## src/rtl/gon_tag_sequencer.sv

```systemverilog
// GON bus master: walks tags, collects beats into a 2-entry FWFT FIFO.
// Optional per-tag watchdog with sticky timeout_err under GON_TIMEOUT_EN.
`ifndef XID_BITS
`define XID_BITS 4
`endif

module gon_tag_sequencer #(
  parameter int ID_SIZE     = `XID_BITS,
  parameter int DATA_SIZE   = 64,
  parameter int TIMEOUT_CYC = 255
) (
  input  logic                 clk,
  input  logic                 rst_n,
  input  logic                 start,
  input  logic [ID_SIZE-1:0]   base_id,
  input  logic [ID_SIZE:0]     num_ids,
  input  logic [15:0]          num_passes,
  output logic [ID_SIZE-1:0]   gon_tag,
  output logic                 gon_ready,
  input  logic                 gon_valid,
  input  logic [DATA_SIZE-1:0] gon_data,
  output logic                 out_valid,
  input  logic                 out_ready,
  output logic [DATA_SIZE-1:0] out_data,
  output logic [ID_SIZE-1:0]   out_tag,
  output logic                 busy,
  output logic                 done
`ifdef GON_TIMEOUT_EN
  ,
  output logic                 timeout_err
`endif
);

  localparam int EW = ID_SIZE + DATA_SIZE;

  typedef enum logic [1:0] {
    S_IDLE,
    S_COLLECT,
    S_DRAIN,
    S_DONE
  } state_t;

  state_t state_q, state_d;

  logic [ID_SIZE-1:0] tag_q, base_q;
  logic [ID_SIZE:0]   nids_q, id_cnt_q;
  logic [15:0]        npass_q, pass_cnt_q;

  logic [EW-1:0] mem_q [2];
  logic          rd_q, wr_q;
  logic [1:0]    cnt_q;
  logic [EW-1:0] head;

  logic fifo_full, fifo_empty;
  logic push, pop, skip, adv;
  logic start_acc, last_id, last_pass;

  assign fifo_full  = (cnt_q == 2'd2);
  assign fifo_empty = (cnt_q == 2'd0);
  assign gon_ready  = (state_q == S_COLLECT) && !fifo_full;
  assign push       = gon_valid && gon_ready;
  assign pop        = out_valid && out_ready;
  assign adv        = push || skip;
  assign start_acc  = (state_q == S_IDLE) && start;
  assign last_id    = ((id_cnt_q + 1'b1) == nids_q);
  assign last_pass  = ((pass_cnt_q + 16'd1) == npass_q);

  assign gon_tag   = tag_q;
  assign head      = mem_q[rd_q];
  assign out_valid = !fifo_empty;
  assign out_data  = out_valid ? head[DATA_SIZE-1:0] : '0;
  assign out_tag   = out_valid ? head[EW-1:DATA_SIZE] : '0;
  assign busy      = (state_q == S_COLLECT) || (state_q == S_DRAIN);
  assign done      = (state_q == S_DONE);

  always_ff @(posedge clk or negedge rst_n) begin
    if (!rst_n) begin
      state_q <= S_IDLE;
    end else begin
      state_q <= state_d;
    end
  end

  always_comb begin
    state_d = state_q;
    unique case (1'b1)
      state_q == S_IDLE: begin
        if (start) begin
          if (num_ids == '0 || num_passes == '0) begin
            state_d = S_DONE;
          end else begin
            state_d = S_COLLECT;
          end
        end
      end
      state_q == S_COLLECT: begin
        if (adv && last_id && last_pass) begin
          state_d = S_DRAIN;
        end
      end
      state_q == S_DRAIN: begin
        if (fifo_empty) begin
          state_d = S_DONE;
        end
      end
      state_q == S_DONE: begin
        state_d = S_IDLE;
      end
    endcase
  end

  // Final pass leaves the tag at its last increment rather than reloading.
  always_ff @(posedge clk or negedge rst_n) begin
    if (!rst_n) begin
      tag_q      <= '0;
      base_q     <= '0;
      nids_q     <= '0;
      npass_q    <= '0;
      id_cnt_q   <= '0;
      pass_cnt_q <= '0;
    end else if (start_acc) begin
      tag_q      <= base_id;
      base_q     <= base_id;
      nids_q     <= num_ids;
      npass_q    <= num_passes;
      id_cnt_q   <= '0;
      pass_cnt_q <= '0;
    end else if (adv) begin
      if (last_id) begin
        id_cnt_q <= '0;
        if (last_pass) begin
          tag_q <= tag_q + 1'b1;
        end else begin
          tag_q      <= base_q;
          pass_cnt_q <= pass_cnt_q + 16'd1;
        end
      end else begin
        id_cnt_q <= id_cnt_q + 1'b1;
        tag_q    <= tag_q + 1'b1;
      end
    end
  end

  always_ff @(posedge clk or negedge rst_n) begin
    if (!rst_n) begin
      for (int i = 0; i < 2; i++) begin
        mem_q[i] <= '0;
      end
      rd_q  <= 1'b0;
      wr_q  <= 1'b0;
      cnt_q <= 2'd0;
    end else begin
      if (push) begin
        mem_q[wr_q] <= {tag_q, gon_data};
        wr_q        <= ~wr_q;
      end
      if (pop) begin
        rd_q <= ~rd_q;
      end
      case ({push, pop})
        2'b10:   cnt_q <= cnt_q + 2'd1;
        2'b01:   cnt_q <= cnt_q - 2'd1;
        default: cnt_q <= cnt_q;
      endcase
    end
  end

`ifdef GON_TIMEOUT_EN
  localparam int CW = $clog2(TIMEOUT_CYC + 1);
  localparam int WD_W = (CW > 8) ? CW : 8;

  logic [WD_W-1:0] wd_q;
  logic            idle_rdy;

  assign idle_rdy = gon_ready && !gon_valid;
  assign skip     = idle_rdy && (wd_q == WD_W'(TIMEOUT_CYC - 1));

  always_ff @(posedge clk or negedge rst_n) begin
    if (!rst_n) begin
      wd_q        <= '0;
      timeout_err <= 1'b0;
    end else begin
      if (adv || state_q != S_COLLECT) begin
        wd_q <= '0;
      end else if (idle_rdy) begin
        wd_q <= wd_q + 1'b1;
      end
      if (start_acc) begin
        timeout_err <= 1'b0;
      end else if (skip) begin
        timeout_err <= 1'b1;
      end
    end
  end
`else
  localparam int unused_timeout_cyc = TIMEOUT_CYC;
  assign skip = 1'b0;
`endif

endmodule

```

## config.mk

```make
export PLATFORM = sky130hd
export DESIGN_NAME = gon_tag_sequencer
export DESIGN_NICKNAME = d
export VERILOG_FILES = /design/src/rtl/gon_tag_sequencer.sv
export SDC_FILE = /design/constraint.sdc
export NUM_CORES = 1
export LEC_CHECK = 0
export CELL_PAD_IN_SITES_DETAIL_PLACEMENT = 1
export CELL_PAD_IN_SITES_GLOBAL_PLACEMENT = 1
export CORE_AREA = 3 3 195 149
export CTS_CLUSTER_SIZE = 40
export DETAILED_ROUTE_END_ITERATION = 10
export DIE_AREA = 0 0 198 152
export GPL_TIMING_DRIVEN = 0
export PLACE_DENSITY = 0.75
export SYNTH_ARGS = -nofsm -noshare
export SYNTH_HDL_FRONTEND = slang
export SYNTH_SLANG_ARGS = --single-unit
export TNS_END_PERCENT = 20
```

## constraint.sdc

```tcl
create_clock -name clk -period 3.9 [get_ports clk]
set_input_delay 0.78 -clock clk [delete_from_list [all_inputs] [get_ports clk]]
set_output_delay 0.78 -clock clk [all_outputs]
set_load 0.02 [all_outputs]
```

==> results by group <==
Layout
  – Final Cell Area: 0.0120 mm2
  – Filler cells: 2964
  – Area growth, synth to finish: 29.8%
  – Nets@finish: 1100
  – Layout cell share with drive strength beyond 1: 19.0%

Place
  – Placed cell area: 0.0114 mm2
  – Dpl hpwl: 18100 um
  – PortBufs: 169
  – Routability Congestion: 0.776

Yosys
  – Warnings from Yosys: 0
  – Mapped Area: 0.00927 mm2
  – Top FF cell, synth: dfrtp_1
  – Synth Register Bits: 192
  – Post-synth EDFFs: 0
  – Ys async rst share: 100%
  – Avg Cell Area, Syn: 11.5 um2
  – Top cell type's share of synthesized area: 51.8%
  – Post-synthesis cell type count: 47
  – Register area share after synthesis: 51.8%
  – Area contributors post-synth: dfrtp_1, mux2_2, mux2i_1
  – Syn Inst Count: 808
  – Top cell type by total area after synthesis: dfrtp_1
  – Synth Net Count: 911

STA
  – Count of final setup violators: 0
  – Clock skew: 0.0114 ns
  – Max transition margin: 42.5%
  – RSZ-0062 raised after global routing: no
  – Crit share post-route: 96.3%
  – Minimum clock period: 3.76 ns
  – Slew Limit Fails: 0
  – Fmax: 0.266 GHz
  – Actual slew at the worst max-slew pin: 0.863 ns
  – Final hold violation count: 0
  – Setup tns final: 0 ns

Clock network
  – Maximum buffer depth of the clock tree: 2
  – Clock transition at path regs: 0.07 ns
  – Setup bufs post-CTS: 0
  – TritonCTS clock tree: done
  – Clk sink count: 192
  – Root Driver: clkbuf_16
  – TritonCTS Buffers: 17
  – Worst-Skew Late Latency: 0.44 ns
  – H-tree levels: 4

GRT
  – Met2 Usage GRT: 25.9%
  – Global-route wire length before repair: 40500 um
  – GRT met3 Usage: 3.74%
  – Pin count of the biggest net entering global routing: 109
  – Vias in the first global route: 7327
  – Grt total ovfl: 0
  – GR peak layer: met2
  – Initial antenna violation count: 1
  – GRT Resource Usage Total: 16.9%
  – Met1 global-route usage: 24.5%

Drt
  – Final antenna-violating net count: 0
  – Vias per cell: 4.94
  – Total number of vias: 6735
  – Residual DRC: 0
  – TritonRoute pass-1 iters: 4
  – DRT Wirelength: 25100 um
  – Post-DR wirelength/cell: 18.4 um
  – Initial DRC Count: 231

Critical path
  – CP max FO: 10
  – Slowest CP cell: clkdlybuf4s50_1
  – WP data required: 3.12 ns
  – Setup crit start kind: register
  – CP endpoint kind: primary output
  – CP Class: reg -> out
  – CP max stage delay: 0.69 ns
  – Worst EP arrival: 2.98 ns
  – Worst path cell trace: clkbuf_1 > clkbuf_2 > clkdlybuf4s18_2 > mux2i_1 > nor2_1 > clkdlybuf4s50_1

Die
  – Die ar.: 0.0301 mm2
  – Core Rows: 52
  – Area of the core: 0.0271 mm2
  – Initial core utilization: 34.2%
  – Chip width: 198 um
  – Top-Level Pins: 170
  – Die Y-Extent: 152 um

Run status
  – Status: completed

Power and ir drop
  – Power per cell area: 852 mW/mm2
  – Peak supply drop: 469 uV
  – Pwr Total: 10300 uW
  – Lkg Pwr: 0.00530 uW

Run
  – Number of max-cap violations: 0

Min path
  – Hold crit path type: in -> async
[layout by cell type (no fill, tap or decap), types with 6 or more instances in the layout]
cell	synthesis	routed
xnor2_1	25	25
inv_6	0	7
o211ai_1	9	9
nand2_1	94	94
clkbuf_16	0	17
or4_1	8	8
xor2_1	12	12
nand3_1	15	15
ha_1	9	9
clkbuf_1	27	26
mux2i_1	74	74
mux2_2	136	136
nor3_1	6	6
nor2_1	79	78
buf_1	15	13
o21ai_0	11	11
or3_1	8	8
and2_1	6	6
clkdlybuf4s50_1	0	168
dfrtp_1	192	192
inv_1	8	8
a21oi_1	16	16
[synthesized netlist by cell type (4+ instances only)]
master      n
xnor2_1    25
or3_1       8
xor2_1     12
o211ai_1    9
nor3_1      6
a21oi_1    16
mux2i_1    74
buf_2       4
nand3_1    15
or4_1       8
o21ai_0    11
clkbuf_1   27
and2_1      6
buf_1      15
ha_1        9
mux2_2    136
nand2_1    94
nor4_1      5
dfrtp_1   192
nor2_1     79
inv_1       8
a31oi_1     5
[final timing paths]
check	start	endpoint	slack, ns	depth (start not counted)
hold reg to reg	base_q[2]$_DFFE_PN0P_	base_q[2]$_DFFE_PN0P_	0.49	2
setup reg to reg	state_q[1]$_DFFE_PN0P_	mem_q[100]$_DFFE_PN0P_	0.78	9
max in group asynchronous	rst_n	mem_q[36]$_DFFE_PN0P_	2.58	2
min in group clk	base_q[2]$_DFFE_PN0P_	base_q[2]$_DFFE_PN0P_	0.49	2
hold / removal	rst_n	mem_q[125]$_DFFE_PN0P_	0.39	1
setup / recovery	rd_q$_DFFE_PN0P_	out_tag[2]	0.14	6
[cells by family after synthesis]
family                   Yosys count  share of synthesized area (%)
flip-flops                       192                           51.8
multiplexers                     210                           24.5
adder cells (fa/ha/maj)            9                           1.22
AO/OA/AOI/OAI                     57                           3.94
XOR/XNOR                          37                           3.50
buffers and inverters             57                           2.61
AND/OR/NAND/NOR                  246                           12.4
[sequential cells by signal (all words and copies together) (netlist names)]
register and count:
wr_q 1, pass_cnt_q 16, nids_q 5, id_cnt_q 5
base_q 4, state_q 2, cnt_q 2, gon_tag 4
npass_q 16, rd_q 1, mem_q 136
[stage by stage]
step	std cells	utilization [%]	setup WS [ns]	hold slack (ns)
global placement	1328	42.1	-6.27	0.463
global route	1362	44.4	0.0100	0.456
floorplan	808	-	1.21	0.445
detailed placement	1329	42.2	0.114	0.476
CTS	1361	44.4	0.0262	0.430
finish	1362	44.4	0.144	0.385
[layout make-up]
| cell class | count | area (um2) | share of cell area, % |
|---|---|---|---|
| clock inverter | 14 | 141 | 1.18 |
| inverter | 8 | 30.0 | 0.250 |
| sequential | 192 | 4800 | 40.0 |
| multi-input combinational | 559 | 4220 | 35.1 |
| clock buffer | 18 | 439 | 3.65 |
| buffer | 49 | 220 | 1.83 |
| antenna | 1 | 2.50 | 0.0208 |
| tap | 351 | 439 | 3.65 |
| timing repair buffer | 170 | 1720 | 14.3 |
[worst max-delay path, delay by kind of cell, from the launching register on]
kind,cells,cell delay [ns]
buf+inv,4,1.97
flops,1,0.32
simple gates,1,0.10
mux,1,0.14
[where the power goes]
part           internal (uW)  switching [uW]
logic                   2550            2610
clock network            919             835
registers               2840             492
[metal layers]
| layer | part of all wire [%] | vias up |
|---|---|---|
| met5 | 0 | - |
| met4 | 1.1 | 0 |
| met3 | 4.4 | 16 |
| met2 | 45 | 138 |
| met1 | 50 | 3393 |
| li1 | - | 3188 |
[timing repair]
action                                  in CTS  in global routing
gates resized for setup                      4                  2
endpoints found under the setup margin      10                 11
hold buffers                                 0                  0
Power figures use the tool's default switching activity.
